File: src/rtl/fetch_stage.sv
// Instruction-fetch stage: owns the PC, drives a req/ready instruction-memory port
// and loads the IF/ID register, honouring decode stalls and execute-stage redirects.
module fetch_stage #(
    parameter logic [31:0] RESET_PC  = 32'h0000_0000,
    parameter logic [31:0] NOP_INSTR = 32'h0000_0013
) (
    input  logic        clk,
    input  logic        reset,
    output logic        imem_req,
    output logic [31:0] imem_addr,
    input  logic        imem_ready,
    input  logic [31:0] imem_rdata,
    input  logic        stall_d,
    input  logic        pc_src_e,
    input  logic [31:0] pc_target_e,
    output logic [31:0] instr_d,
    output logic [31:0] pc_d,
    output logic [31:0] pc_plus4_d,
    output logic        valid_d
);

    typedef enum logic [1:0] {
        S_FETCH   = 2'd0,
        S_HOLD    = 2'd1,
        S_DISCARD = 2'd2
    } state_t;

    state_t      r_state;
    state_t      w_state_next;

    logic [31:0] r_pc_f;
    logic [31:0] r_redir_pc;
    logic [31:0] r_buf_instr;
    logic [31:0] r_buf_pc;
    logic [31:0] r_instr_d;
    logic [31:0] r_pc_d;
    logic [31:0] r_pc_plus4_d;
    logic        r_valid_d;

    logic [31:0] w_pc_plus4;
    logic [31:0] w_buf_pc_plus4;
    logic [31:0] w_pc_next;
    logic [31:0] w_redir_next;
    logic        w_in_fetch;
    logic        w_in_hold;
    logic        w_in_discard;
    logic        w_buf_load;
    logic        w_load_fetch;
    logic        w_load_hold;

    // Wrap-around modulo 2^32 is the natural behaviour of the 32-bit adders.
    assign w_pc_plus4     = r_pc_f + 32'd4;
    assign w_buf_pc_plus4 = r_buf_pc + 32'd4;

    assign w_in_fetch   = (r_state == S_FETCH);
    assign w_in_hold    = (r_state == S_HOLD);
    assign w_in_discard = (r_state == S_DISCARD);

    assign w_buf_load   = w_in_fetch & imem_ready & stall_d & ~pc_src_e;
    assign w_load_fetch = w_in_fetch & imem_ready & ~stall_d & ~pc_src_e;
    assign w_load_hold  = w_in_hold & ~stall_d & ~pc_src_e;

    // ------------------------------------------------------------------
    // FSM process 1: state register
    // ------------------------------------------------------------------
    // NOTE: sequential state uses non-blocking assignments so every register
    // samples pre-edge values regardless of process evaluation order.
    always_ff @(posedge clk or negedge reset) begin
        if (!reset) begin
            r_state <= S_FETCH;
        end else begin
            r_state <= w_state_next;
        end
    end

    // ------------------------------------------------------------------
    // FSM process 2: next-state logic
    // ------------------------------------------------------------------
    // NOTE: every combinational output gets a default first so no path
    // through the case leaves it unassigned and infers a latch.
    always_comb begin
        w_state_next = r_state;
        unique case (r_state)
            S_FETCH: begin
                if (pc_src_e && !imem_ready) begin
                    w_state_next = S_DISCARD;
                end else if (imem_ready && stall_d && !pc_src_e) begin
                    w_state_next = S_HOLD;
                end
            end
            S_HOLD: begin
                if (pc_src_e || !stall_d) begin
                    w_state_next = S_FETCH;
                end
            end
            S_DISCARD: begin
                if (imem_ready) begin
                    w_state_next = S_FETCH;
                end
            end
            default: w_state_next = S_FETCH;
        endcase
    end

    // ------------------------------------------------------------------
    // FSM process 3: memory-port outputs
    // ------------------------------------------------------------------
    // The request is gated by reset itself so it is withdrawn the instant reset
    // asserts, without waiting for a clock edge.
    always_comb begin
        imem_req  = reset & ~w_in_hold;
        imem_addr = r_pc_f;
    end

    // ------------------------------------------------------------------
    // PC and redirect-target next values
    // ------------------------------------------------------------------
    always_comb begin
        w_pc_next    = r_pc_f;
        w_redir_next = r_redir_pc;
        unique case (r_state)
            S_FETCH: begin
                if (pc_src_e && imem_ready) begin
                    w_pc_next = pc_target_e;
                end else if (pc_src_e) begin
                    w_redir_next = pc_target_e;
                end else if (imem_ready) begin
                    w_pc_next = w_pc_plus4;
                end
            end
            S_HOLD: begin
                if (pc_src_e) begin
                    w_pc_next = pc_target_e;
                end
            end
            S_DISCARD: begin
                if (pc_src_e) begin
                    w_redir_next = pc_target_e;
                end
                if (imem_ready) begin
                    w_pc_next = pc_src_e ? pc_target_e : r_redir_pc;
                end
            end
            default: ;
        endcase
    end

    // NOTE: the skid buffer and redirect holder are reset along with the PC;
    // they are single registers, not a memory array, so the reset is cheap.
    always_ff @(posedge clk or negedge reset) begin
        if (!reset) begin
            r_pc_f      <= RESET_PC;
            r_redir_pc  <= RESET_PC;
            r_buf_instr <= NOP_INSTR;
            r_buf_pc    <= 32'd0;
        end else begin
            r_pc_f     <= w_pc_next;
            r_redir_pc <= w_redir_next;
            if (w_buf_load) begin
                r_buf_instr <= imem_rdata;
                r_buf_pc    <= r_pc_f;
            end
        end
    end

    // IF/ID register: redirect flush beats stall, stall beats load, else bubble.
    always_ff @(posedge clk or negedge reset) begin
        if (!reset) begin
            r_instr_d    <= NOP_INSTR;
            r_pc_d       <= 32'd0;
            r_pc_plus4_d <= 32'd0;
            r_valid_d    <= 1'b0;
        end else if (pc_src_e) begin
            r_instr_d <= NOP_INSTR;
            r_valid_d <= 1'b0;
        end else if (stall_d) begin
            r_instr_d    <= r_instr_d;
            r_pc_d       <= r_pc_d;
            r_pc_plus4_d <= r_pc_plus4_d;
            r_valid_d    <= r_valid_d;
        end else if (w_load_fetch) begin
            r_instr_d    <= imem_rdata;
            r_pc_d       <= r_pc_f;
            r_pc_plus4_d <= w_pc_plus4;
            r_valid_d    <= 1'b1;
        end else if (w_load_hold) begin
            r_instr_d    <= r_buf_instr;
            r_pc_d       <= r_buf_pc;
            r_pc_plus4_d <= w_buf_pc_plus4;
            r_valid_d    <= 1'b1;
        end else begin
            r_instr_d <= NOP_INSTR;
            r_valid_d <= 1'b0;
        end
    end

    assign instr_d    = r_instr_d;
    assign pc_d       = r_pc_d;
    assign pc_plus4_d = r_pc_plus4_d;
    assign valid_d    = r_valid_d;

    // A pending request must keep its address until memory accepts it.
    a_addr_stable : assert property (
        @(posedge clk) disable iff (!reset)
        (imem_req && !imem_ready) |=> $stable(imem_addr)
    );

    a_bubble_is_nop : assert property (
        @(posedge clk) disable iff (!reset)
        !valid_d |-> (instr_d == NOP_INSTR)
    );

    a_no_req_in_hold : assert property (
        @(posedge clk) disable iff (!reset)
        w_in_hold |-> !imem_req
    );

endmodule

File: config.mk
export PLATFORM = sky130hd
export DESIGN_NAME = fetch_stage
export DESIGN_NICKNAME = d
export VERILOG_FILES = /design/src/rtl/fetch_stage.sv
export SDC_FILE = /design/constraint.sdc
export NUM_CORES = 1
export LEC_CHECK = 0
export ABC_AREA = 1
export BUFFER_PORTS_ARGS = -buffer_cell sky130_fd_sc_hd__buf_2
export CAP_MARGIN = 20
export CELL_PAD_IN_SITES_DETAIL_PLACEMENT = 1
export CELL_PAD_IN_SITES_GLOBAL_PLACEMENT = 1
export CORE_UTILIZATION = 41
export DETAILED_ROUTE_END_ITERATION = 8
export PLACE_DENSITY = 0.77
export SYNTH_ARGS = -nofsm -noshare
export SYNTH_HDL_FRONTEND = slang
export SYNTH_SLANG_ARGS = --single-unit
File: constraint.sdc
create_clock -name clk -period 2.1 [get_ports clk]
set_input_delay 0.105 -clock clk [delete_from_list [all_inputs] [get_ports clk]]
set_output_delay 0.105 -clock clk [all_outputs]
set_load 0.02 [all_outputs]
# Yosys cells after proc, flatten, opt, wreduce, memory -nomap -nowiden
# Cells that the tools add are included.
[totals] inputBits=69 elab_cells=74 ff_bits=227 output_inout_bits=130
[classes] addsub=2 muxes=26 eq_ne=10 n_bitwise=11 n_reduce_logical=16
[ops] cell="$mux 32" n=15
[ops] cell="$pmux 32 s3" n=1
[ops] cell="$add 32x3->32 const B" n=2
[ops] cell="$pmux 32 s2" n=1
[ops] cell="$and 1x1->1" n=8
[ops] cell="$mux 2" n=4
[ops] cell="$ne 2x2->1 const B" n=3
[ops] cell="$ne 3x2->1 const B" n=2
[ops] cell="$pmux 2 s3" n=1
[ops] cell="$reduce_and 3->1" n=2
[ops] cell="$reduce_and 5->1" n=1
[ops] cell="$logic_and 1x1->1" n=4
[ops] cell="$mux 1" n=4
[ops] cell="$ne 2x1->1 const B" n=2
[ops] cell="$reduce_bool 2->1" n=2
[ops] cell="$logic_not 1->1" n=3
[ops] cell="$ne 3x1->1 const B" n=1
[ops] cell="$not 1->1" n=3
[ops] cell="$reduce_bool 3->1" n=1
[ops] cell="$eq 2x1->1 const B" n=1
[ops] cell="$eq 2x2->1 const B" n=1
[ops] cell="$logic_not 2->1" n=1
[ops] cell="$reduce_and 2->1" n=1
[ops] cell="$logic_or 1x1->1" n=1

# Logic depth before layout (Yosys ltp)
# Gate-level depths: netlist (run 1).
[logic_depth] word_depth=7 mapped_depth=14 depth_no_buf=13

# Worst setup path before layout (run 1)
# No wires, ideal clock.
[synth_path] path_kind="register to register" from="register r_state[1]" to="register r_pc_plus4_d[31], in the netlist pc_plus4_d[31]" setup_slack_ps=370 path_stages_with_launch=12 period_less_slack_ps=1730 t_required_ps=1987 setup_time_ps=113 arrival_ps=1617 n_path_buf=2 cell_sequence="dfrtp_1 inv_1 ha_1 buf_2 nand2_2 inv_2 nor2_4 inv_2 buf_2 or2_0 nand2_1 inv_1"
[synth_between] elab_chain_len=6 word_cells_on_any_way=10 cone_classes="eq/ne (1); mux (1); bitwise (5); reduce/logical (3)"
[synth_lines] element="start: declaration" line="28" rtl="state_t r_state;"
[synth_lines] element="start signal: assignment" line="72" rtl="r_state <= w_state_next;"
[synth_lines] element="$logic_not 2->1" line="55" rtl="assign w_in_fetch = (r_state == S_FETCH);"
[synth_lines] element="$and 1x1->1 (3 in series)" line="60" rtl="assign w_load_fetch = w_in_fetch & imem_ready & ~stall_d & ~pc_src_e;"
[synth_lines] element="$reduce_bool 2->1 (no line)"
[synth_lines] element="$reduce_and 3->1 (no line)"
[synth_lines] element="end signal: assignment" line="179" rtl="r_pc_plus4_d <= r_pc_plus4_d;"
[synth_lines] element="end signal: assignment" line="184" rtl="r_pc_plus4_d <= w_pc_plus4;"
[synth_lines] element="end signal: assignment" line="189" rtl="r_pc_plus4_d <= w_buf_pc_plus4;"
[synth_lines] element="end: declaration" line="37" rtl="logic [31:0] r_pc_plus4_d;"
# Parallel ways exist; a longest one is shown, timed or not.
# A chain may end at the register's enable or synchronous reset.

# Worst setup path in the final report (run 1)
[layout_path] from="register r_pc_f[3], in the netlist imem_addr[3]" to="register r_pc_f[10], in the netlist imem_addr[10]"
[layout_between] elab_chain_len=5
[layout_lines] element="start: declaration" line="31" rtl="logic [31:0] r_pc_f;"
[layout_lines] element="start signal: assignment" line="157" rtl="r_pc_f <= w_pc_next;"
[layout_lines] element="$add 32x3->32" line="52" rtl="assign w_pc_plus4 = r_pc_f + 32'd4;"
[layout_lines] element="$mux 32" line="127" rtl="end else if (imem_ready) begin"
[layout_lines] element="$mux 32" line="125" rtl="end else if (pc_src_e) begin"
[layout_lines] element="$mux 32" line="123" rtl="if (pc_src_e && imem_ready) begin"
[layout_lines] element="$pmux 32 s3" line="121" rtl="unique case (r_state)"
# Every way passes these cells. The select of a mux whose other input is x is not followed.

==> results of run 1 <==
## state kept, by name (all words and copies together), names as in the netlist
name and count:
imem_addr 32, instr_d 32, pc_d 32, pc_plus4_d 30, r_buf_instr 32, r_buf_pc 32, r_redir_pc 32, r_state 2
valid_d 1
## critical path: stages (launching register included)
cell and delay, ns:
dfrtp_1 0.44, ha_1 0.22, nand2_1 0.09, nor2_4 0.15, nand2_2 0.12, xor2_1 0.52
nand2_1 0.13, nand3_1 0.10, nand3_1 0.13, nand2_1 0.09
## power by group through the flow
stage	combinational [mW]	sequential, mW	clock [mW]
floorplan	5.60	8.77	0
global placement	10.3	8.02	0
detailed placement	10.6	8.11	0
CTS	10.8	8.07	4.90
global route	12.0	8.33	5.06
finish	10.9	8.13	4.83
## layout by cell type (no fill, tap or decap), drive strengths merged
cell	instances
a31oi	6
nand2	537
inv	147
dlygate4sd3	60
a221oi	1
buf	250
o311ai	2
nand3	123
ha	6
o211ai	37
dfstp	6
o21bai	2
o22ai	13
o21ai	184
a21oi	63
nor3	4
bufinv	2
o221a	9
xor2	14
nor2	186
nand3b	3
clkbuf	41
a22oi	5
xnor2	4
nand4	1
dfrtp	219
diode	1
o221ai	5
or2	7
clkinv	11
clkinvlp	2
mux2	3
## worst max path at each step
stage	from	endpoint
after floorplan	r_state[1]	pc_plus4_d[31]
after global placement	r_state[1]	instr_d[4]
after detailed placement	r_state[0]	imem_addr[13]
after CTS	r_state[1]	imem_req
after global routing	imem_addr[3]	pc_plus4_d[26]
final	imem_addr[3]	imem_addr[10]
## metrics by stage
step | setup WS, ns | area, um^2
finish | 0.04480 | 15360
CTS | 0.02846 | 15340
global route | -0.04258 | 15360
global placement | 0.2010 | 13830
detailed placement | 0.1053 | 13830
floorplan | 0.3699 | 12220
## layout make-up
cell class	count	area, um^2	area share
Antenna cell	1	2.502	0.0001629
Clock buffer	41	789.5	0.05139
Clock inverter	10	116.4	0.007574
Inverter	152	573.1	0.03730
Multi-Input combinational cell	1215	5635	0.3668
Sequential cell	225	5638	0.3670
Tap cell	384	480.5	0.03127
Timing Repair Buffer	310	2128	0.1385
## logic make-up after synthesis
group / count (synthesis) / share of synthesized area
fa+ha+maj: 6 / 0.006142
simple gates: 861 / 0.2837
compound gates: 327 / 0.1527
mux: 3 / 0.002764
xor+xnor: 18 / 0.01290
buf+inv: 243 / 0.08047
flops: 225 / 0.4613
## layer usage
| metal | routed length [um] | part of all wire | up-vias |
|---|---|---|---|
| met5 | 0 | 0 | - |
| met4 | 1300 | 0.028 | 0 |
| met3 | 2046 | 0.044 | 89 |
| met2 | 21690 | 0.47 | 347 |
| met1 | 21530 | 0.46 | 6301 |
| li1 | - | - | 5932 |
## repair_timing
action / in CTS / in global routing
setup buffers: 0 / 0
resized for setup: 0 / 7
endpoints found under the setup margin: 0 / 15
hold endpoints to repair: 329 / 0
hold buffers: 60 / 0
==> results.sh, run 1 <==
export IMPL_ys_types=40
export IMPL_hold_path_startpoint="pc_target_e[10]"
export IMPL_cts_tree="built"
export IMPL_r2r_cells=9
export IMPL_final_util=0.5295
export IMPL_first_iter_violations=1014
export IMPL_r2r_end="imem_addr[10]"
export IMPL_synth_edf_count=0
export IMPL_synth_common_cells="535 x nand2_1, 219 x dfrtp_1, 178 x nor2_1"
export IMPL_die_x_um=174.7
export IMPL_p_seq_frac=0.341
export IMPL_busiest_layer="met2"
export IMPL_crit_required_ns=2.60
export IMPL_final_nets=2007
export IMPL_p_leak_nw=7.465
export IMPL_area_growth_pct=25.71
export IMPL_synth_top_area_cell="dfrtp_1"
export IMPL_ff2ff_setup_slack_ns=0.04
export IMPL_grt_use_met1=0.4411
export IMPL_clkPwrFrac=0.202
export IMPL_io_buffers=198
export IMPL_clock_path_buffers=3
export IMPL_p_per_area_nw_per_um2=1552
export IMPL_dpl_cell_count=2226
export IMPL_core_area_um2=29010
export IMPL_grt_setup_unrepaired="yes"
export IMPL_status="complete, no violations"
export IMPL_hold_depth=5
export IMPL_reg2reg_from="imem_addr[3]"
export IMPL_place_gp_congestion=0.8933
export IMPL_fillCellCount=3765
export IMPL_grt_max_degree=149
export IMPL_clk_latency_ns=0.57
export IMPL_worst_pin_slew_ns=1.056
export IMPL_antenna_found_initial=1
export IMPL_ys_warn_count=0
export IMPL_track_usage=0.3098
export IMPL_drc_errors=0
export IMPL_ant_nets=0
export IMPL_holdWs_ns=0.01693
export IMPL_core_rowCount=62
export IMPL_syn_inst=1683
export IMPL_hold_path_end="r_redir_pc[10]"
export IMPL_final_max_slew_viol_count=0
export IMPL_critPathArrivalTime_ns=2.56
export IMPL_worstSetupStartpointType="register"
export IMPL_drv_cap=0
export IMPL_final_hold_violation_count=0
export IMPL_use_met3=0.02981
export IMPL_firstDrtPassIters=5
export IMPL_grt_pass1_vias=13261
export IMPL_wl_per_cell_um=19.92
export IMPL_netSwitchingPower_mw=11.05
export IMPL_finalNonFillerCells=2338
export IMPL_grt_overflow=0
export IMPL_p_int_mw=12.79
export IMPL_dr_total_vias=12669
export IMPL_relSlewSlack=0.2953
export IMPL_worstHoldPathType="in2reg"
export IMPL_final_setup_tns_ns=0
export IMPL_yosys_top_cells_area="dfrtp_1 45%, nand2_1 16%, o21ai_0 6.6%, nor2_1 5.5%, nand3_1 5.0%"
export IMPL_h_tree_depth=1
export IMPL_numCtsBuffers=28
export IMPL_final_layout_size_suffix_gt1_frac=0.1654
export IMPL_die_h_um=174.7
export IMPL_routed_wl_mm=46.57
export IMPL_grt_use_met2=0.4998
export IMPL_clock_sinks=225
export IMPL_ys_async_sr_fraction=1.000
export IMPL_clock_fmax_mhz=486.6
export IMPL_end_kind="register"
export IMPL_skew_ns=0.01905
export IMPL_synth_most_common_cell="nand2_1"
export IMPL_syn_area_per_cell_um2=7.262
export IMPL_layout_min_cycle_time_ns=2.055
export IMPL_dp_hpwl_mm=32.53
export IMPL_cp_max_fo=6
export IMPL_p_sw_frac=0.4636
export IMPL_synth_fp_nets=1758
export IMPL_combPwrFrac=0.457
export IMPL_crit_type="reg2reg"
export IMPL_cts_root_buffer="clkbuf_16"
export IMPL_ir_drop_mv=0.7354
export IMPL_start_util=0.4213
export IMPL_synth_flop_cell="dfrtp_1"
export IMPL_die_area_um2=30500
export IMPL_setup_viol=0
export IMPL_synth_seq_cells=225
export IMPL_ys_seq_area_frac=0.4613
export IMPL_pin_count=199
export IMPL_vias_per_cell=5.419
export IMPL_grt_first_pass_wirelength_mm=74.33
export IMPL_power_mw=23.84
export IMPL_clk_pin_slew_ns=0.06
export IMPL_syn_area_um2=12220
export IMPL_finalCritPeriodShare=0.9787
export IMPL_yosysTopAreaCellShare=0.4484
No activity file was read; power rests on OpenSTA's default activity.
==> inputs of run 2 (changes only) <==
- CELL_PAD_IN_SITES_DETAIL_PLACEMENT: 1 -> 0
- SKIP_LAST_GASP: unset -> 1
==> results.sh, run 2 (synthesized netlist as in run 1, its figures left out) <==
export IMPL_status="complete, no violations"
export IMPL_firstDrtPassIters=5
export IMPL_worst_pin_slew_ns=0.8573
export IMPL_multiInputGateArea_um2=5640
export IMPL_core_area_um2=29010
export IMPL_vias_per_cell=5.132
export IMPL_mostFrequentLayoutCells="534 x nand2_1, 219 x dfrtp_1, 197 x buf_2, 178 x nor2_1, 161 x o21ai_0"
export IMPL_dr_total_vias=11999
export IMPL_routed_wl_mm=41.01
export IMPL_grt_setup_unrepaired="yes"
export IMPL_reg2reg_from="r_state[0]"
export IMPL_layout_min_cycle_time_ns=2.005
export IMPL_area_growth_pct=25.78
export IMPL_clock_sinks=225
export IMPL_grt_overflow=0
export IMPL_track_usage=0.2704
export IMPL_die_x_um=174.7
export IMPL_ir_drop_mv=0.7352
export IMPL_antenna_found_initial=0
export IMPL_start_util=0.4213
export IMPL_clkPwrFrac=0.201
export IMPL_setup_viol=0
export IMPL_critPathArrivalTime_ns=1.90
export IMPL_r2r_end="imem_addr[8]"
export IMPL_skew_ns=0.01325
export IMPL_dp_hpwl_mm=29.49
export IMPL_cp_endpoint="imem_req"
export IMPL_crit_type="reg2out"
export IMPL_hold_depth=5
export IMPL_drc_errors=0
export IMPL_grt_first_pass_wirelength_mm=64.58
export IMPL_numCtsBuffers=27
export IMPL_place_gp_congestion=0.8933
export IMPL_final_setup_tns_ns=0
export IMPL_ant_nets=0
export IMPL_netSwitchingPower_mw=10.47
export IMPL_fillCellCount=2968
export IMPL_finalCritPeriodShare=0.9550
export IMPL_power_mw=23.22
export IMPL_grt_max_degree=149
export IMPL_core_rowCount=62
export IMPL_final_max_slew_viol_count=0
export IMPL_grt_pass1_vias=11393
export IMPL_clk_latency_ns=0.53
export IMPL_die_area_um2=30500
export IMPL_clk_pin_slew_ns=0.06
export IMPL_crit_required_ns=2.00
export IMPL_io_buffers=198
export IMPL_combPwrFrac=0.453
export IMPL_p_int_mw=12.75
export IMPL_relSlewSlack=0.4285
export IMPL_seqCellArea_um2=5638
export IMPL_final_layout_size_suffix_gt1_frac=0.1659
export IMPL_r2r_cells=9
export IMPL_p_per_area_nw_per_um2=1510
export IMPL_worstSetupStartpointType="register"
export IMPL_p_sw_frac=0.4508
export IMPL_final_common_cell="nand2_1"
export IMPL_clock_path_buffers=3
export IMPL_crit_path_start="r_state[1]"
export IMPL_first_iter_violations=1085
export IMPL_cts_root_buffer="clkbuf_16"
export IMPL_final_nets=2008
export IMPL_h_tree_depth=1
export IMPL_wl_per_cell_um=17.54
export IMPL_die_h_um=174.7
export IMPL_clock_fmax_mhz=498.6
export IMPL_p_seq_frac=0.346
export IMPL_cts_tree="built"
export IMPL_p_leak_nw=7.476
export IMPL_ff2ff_setup_slack_ns=0.15
export IMPL_cp_max_fo=23
export IMPL_pin_count=199
export IMPL_cts_setup_buffers=0
export IMPL_end_kind="output pin"
export IMPL_drv_cap=0
export IMPL_final_hold_violation_count=0
export IMPL_worstHoldPathType="in2reg"
run 2: changes by cell type in the layout (fill, tap and decap cells not counted), sizes merged:
cell	before	now
buf	250	251
clkbuf	41	40
clkinvlp	2	1
dlygate4sd3	60	61
run 2: timing repair:
action                     in CTS  in global routing
resized for setup               0                  2
hold endpoints to repair      327                  0
setup endpoints to repair       0                  3
hold buffers                   61                  0
run 2: per-stage QoR:
stage | utilization | cells | hold WS [ns] | setup slack, ns | instance area, um^2
after detailed placement | 0.4768 | 2226 | 0.2289 | 0.1716 | 13830
after CTS | 0.5284 | 2336 | 0.01753 | 0.1032 | 15330
after global routing | 0.5298 | 2337 | 0.06816 | -0.03463 | 15370
after global placement | 0.4768 | 2226 | 0.2164 | 0.2010 | 13830
final | 0.5298 | 2338 | 0.03895 | 0.09457 | 15370
after floorplan | - | 1683 | -0.1906 | 0.3699 | 12220
run 2: area by class of cell:
| class | count | area share |
|---|---|---|
| clock inverters | 9 | 0.006593 |
| inverters | 152 | 0.03712 |
| diodes | 1 | 0.0001628 |
| repair buffers | 312 | 0.1402 |
| flip-flops and latches | 225 | 0.3668 |
| multi-input cells | 1215 | 0.3669 |
| well taps | 384 | 0.03126 |
| clock buffers | 40 | 0.05103 |
run 2: how the worst min path moves through the flow:
stage | to | from | slack (ns)
after CTS | r_redir_pc[15] | pc_target_e[15] | 0.02
after global placement | pc_d[3] | reset | 0.22
after floorplan | imem_addr[0] | reset | -0.19
after detailed placement | pc_d[3] | reset | 0.23
after global routing | r_redir_pc[15] | pc_target_e[15] | 0.07
final | r_redir_pc[15] | pc_target_e[15] | 0.04
run 2: routing by layer:
layer / track usage / up-vias / share of wire
li1: - / 5942 / -
met2: 0.3952 / 412 / 0.43
met4: 0.07500 / 0 / 0.026
met5: 0 / - / 0
met1: 0.4179 / 5594 / 0.49
met3: 0.03198 / 51 / 0.055
run 2: critical path: stages (launching register included):
cell and delay [ns]:
dfrtp_1 0.41, inv_1 0.13, ha_1 0.22, buf_4 0.31, nor2_1 0.12, buf_2 0.18
run 2: power by group through the flow:
stage	clock network (mW)	registers [mW]	logic, mW
4_1_cts	4.78	8.00	10.5
3_5_place_dp	0	8.05	10.4
3_3_place_gp	0	8.02	10.3
6_report	4.68	8.03	10.5
2_1_floorplan	0	8.77	5.60
5_1_grt	4.95	8.27	11.7
==> inputs of run 3 (changes only) <==
- CELL_PAD_IN_SITES_DETAIL_PLACEMENT: 0 -> 1
- CTS_CLUSTER_DIAMETER: unset -> 200
==> results.sh, run 3 (synthesized netlist as in run 1, its figures left out) <==
export IMPL_cts_setup_buffers=0
export IMPL_r2r_cells=9
export IMPL_crit_path_start="imem_addr[3]"
export IMPL_die_x_um=174.7
export IMPL_r2r_end="imem_addr[10]"
export IMPL_end_kind="register"
export IMPL_first_iter_violations=964
export IMPL_cts_root_buffer="clkbuf_16"
export IMPL_worst_pin_slew_ns=1.055
export IMPL_status="complete, no violations"
export IMPL_cp_endpoint="imem_addr[10]"
export IMPL_die_h_um=174.7
export IMPL_reg2reg_from="imem_addr[3]"
export IMPL_crit_type="reg2reg"
export IMPL_layout_min_cycle_time_ns=2.082
export IMPL_routed_wl_mm=46.44
export IMPL_skew_ns=0.02198
export IMPL_grt_max_degree=149
export IMPL_area_growth_pct=25.69
export IMPL_final_nets=2007
export IMPL_grt_setup_unrepaired="yes"
export IMPL_cp_max_fo=6
export IMPL_antenna_found_initial=1
export IMPL_multiInputGateArea_um2=5633
export IMPL_wl_met2_mm=21.62
export IMPL_drc_errors=0
export IMPL_m1WireLength_mm=21.39
export IMPL_numCtsBuffers=28
export IMPL_p_per_area_nw_per_um2=1552
export IMPL_h_tree_depth=1
export IMPL_power_mw=23.84
export IMPL_path_cells="ha_1 > nand2_1 > nor2_4 > nand2_2 > xor2_1 > nand2_1 > nand3_1 > nand3_1 > nand2_1"
export IMPL_cpPeakStageDelay_ns=0.54
export IMPL_seqCellArea_um2=5638
export IMPL_clock_fmax_mhz=480.3
export IMPL_final_layout_size_suffix_gt1_frac=0.1649
export IMPL_placed_cell_area_um2=13830
export IMPL_final_hold_violation_count=0
export IMPL_cp_common_cell="nand2_1"
export IMPL_crit_cells=9
export IMPL_dp_hpwl_mm=32.53
export IMPL_path_buf_inv=0
export IMPL_grt_overflow=0
export IMPL_dr_max_layer_used="met4"
export IMPL_relSlewSlack=0.2962
export IMPL_clock_path_buffers=3
export IMPL_worstHoldPathType="in2reg"
export IMPL_crit_required_ns=2.60
export IMPL_wl_per_cell_um=19.86
export IMPL_track_usage=0.3098
export IMPL_holdWs_ns=0.01730
export IMPL_routed_wl_met3_mm=2.136
export IMPL_start_util=0.4213
export IMPL_final_util=0.5295
export IMPL_fillCellCount=3765
export IMPL_die_area_um2=30500
export IMPL_critPathArrivalTime_ns=2.58
export IMPL_setup_viol=0
export IMPL_vias_per_cell=5.406
export IMPL_worstSetupStartpointType="register"
export IMPL_crit_slowest_cell="xor2_1"
export IMPL_ir_drop_mv=0.7343
export IMPL_firstDrtPassIters=5
export IMPL_clk_pin_slew_ns=0.06
export IMPL_grt_first_pass_wirelength_mm=74.33
export IMPL_final_common_cell="nand2_1"
export IMPL_ff2ff_setup_slack_ns=0.02
export IMPL_io_buffers=198
export IMPL_clk_latency_ns=0.57
export IMPL_core_rowCount=62
export IMPL_finalCritPeriodShare=0.9914
export IMPL_drv_cap=0
export IMPL_place_ws_ns=0.1053
export IMPL_place_gp_congestion=0.8933
export IMPL_clock_sinks=225
export IMPL_layout_setup_ws_ns=0.01799
export IMPL_p_leak_nw=7.466
export IMPL_cts_tree="built"
export IMPL_design_area_um2=15360
export IMPL_core_area_um2=29010
export IMPL_grt_pass1_vias=13261
export IMPL_critPathTopFamily="simple AND/OR/NAND/NOR gates"
export IMPL_pin_count=199
export IMPL_dr_total_vias=12639
export IMPL_final_max_slew_viol_count=0
export IMPL_ant_nets=0
export IMPL_mostFrequentLayoutCells="534 x nand2_1, 219 x dfrtp_1, 197 x buf_2, 178 x nor2_1, 161 x o21ai_0"
## run 3: cell types whose count changed in the layout (fill, tap and decap cells not counted), moves of 2 or more
cell      delta
buf_4        -3
buf_6        +3
clkbuf_1     +2
clkbuf_8     -2
## run 3: worst min path at each step
stage                               start              to  slack, ns  cells after the start
after CTS                  pc_target_e[5]   r_redir_pc[5]     0.0002                      5
after global placement              reset         pc_d[3]       0.22                      2
after detailed placement            reset         pc_d[8]       0.22                      2
final                     pc_target_e[10]  r_redir_pc[10]       0.02                      5
after floorplan                     reset    imem_addr[0]      -0.19                      0
after global routing      pc_target_e[14]  r_redir_pc[14]       0.05                      5
## run 3: worst register-to-register path, stage by stage, from the launching register on
cell	delay, ns
dfrtp_1	0.44
ha_1	0.22
nand2_1	0.09
nor2_4	0.15
nand2_2	0.12
xor2_1	0.54
nand2_1	0.13
nand3_1	0.10
nand3_1	0.13
nand2_1	0.09
## run 3: area by class of cell
cell class,instances,share of cell area
Clock inverter,10,0.007575
Clock buffer,41,0.05140
Inverter,152,0.03731
Timing Repair Buffer,310,0.1386
Sequential cell,225,0.3670
Multi-Input combinational cell,1215,0.3667
Antenna cell,1,0.0001629
Tap cell,384,0.03128
## run 3: report_power, final
part           switching, mW  leakage, nW  internal [mW]
logic                   7.23         4.23           3.66
registers               1.83         2.79           6.29
clock network           1.99        0.439           2.84
## run 3: metrics by stage
stage	setup TNS [ns]	cells
floorplan	0	1683
global placement	0	2226
detailed placement	0	2226
CTS	0	2337
global route	-0.08263	2338
finish	0	2338
## run 3: metal layers
| layer | track usage | vias up |
|---|---|---|
| li1 | - | 5932 |
| met1 | 0.4411 | 6271 |
| met2 | 0.4998 | 351 |
| met3 | 0.02981 | 85 |
| met4 | 0.09058 | 0 |
| met5 | 0 | - |
## run 3: repair_timing
| action | in CTS | in global routing |
|---|---|---|
| endpoints found under the hold margin | 329 | 0 |
| setup endpoints to repair | 0 | 15 |
| resized for setup | 0 | 6 |
| hold buffers | 60 | 0 |
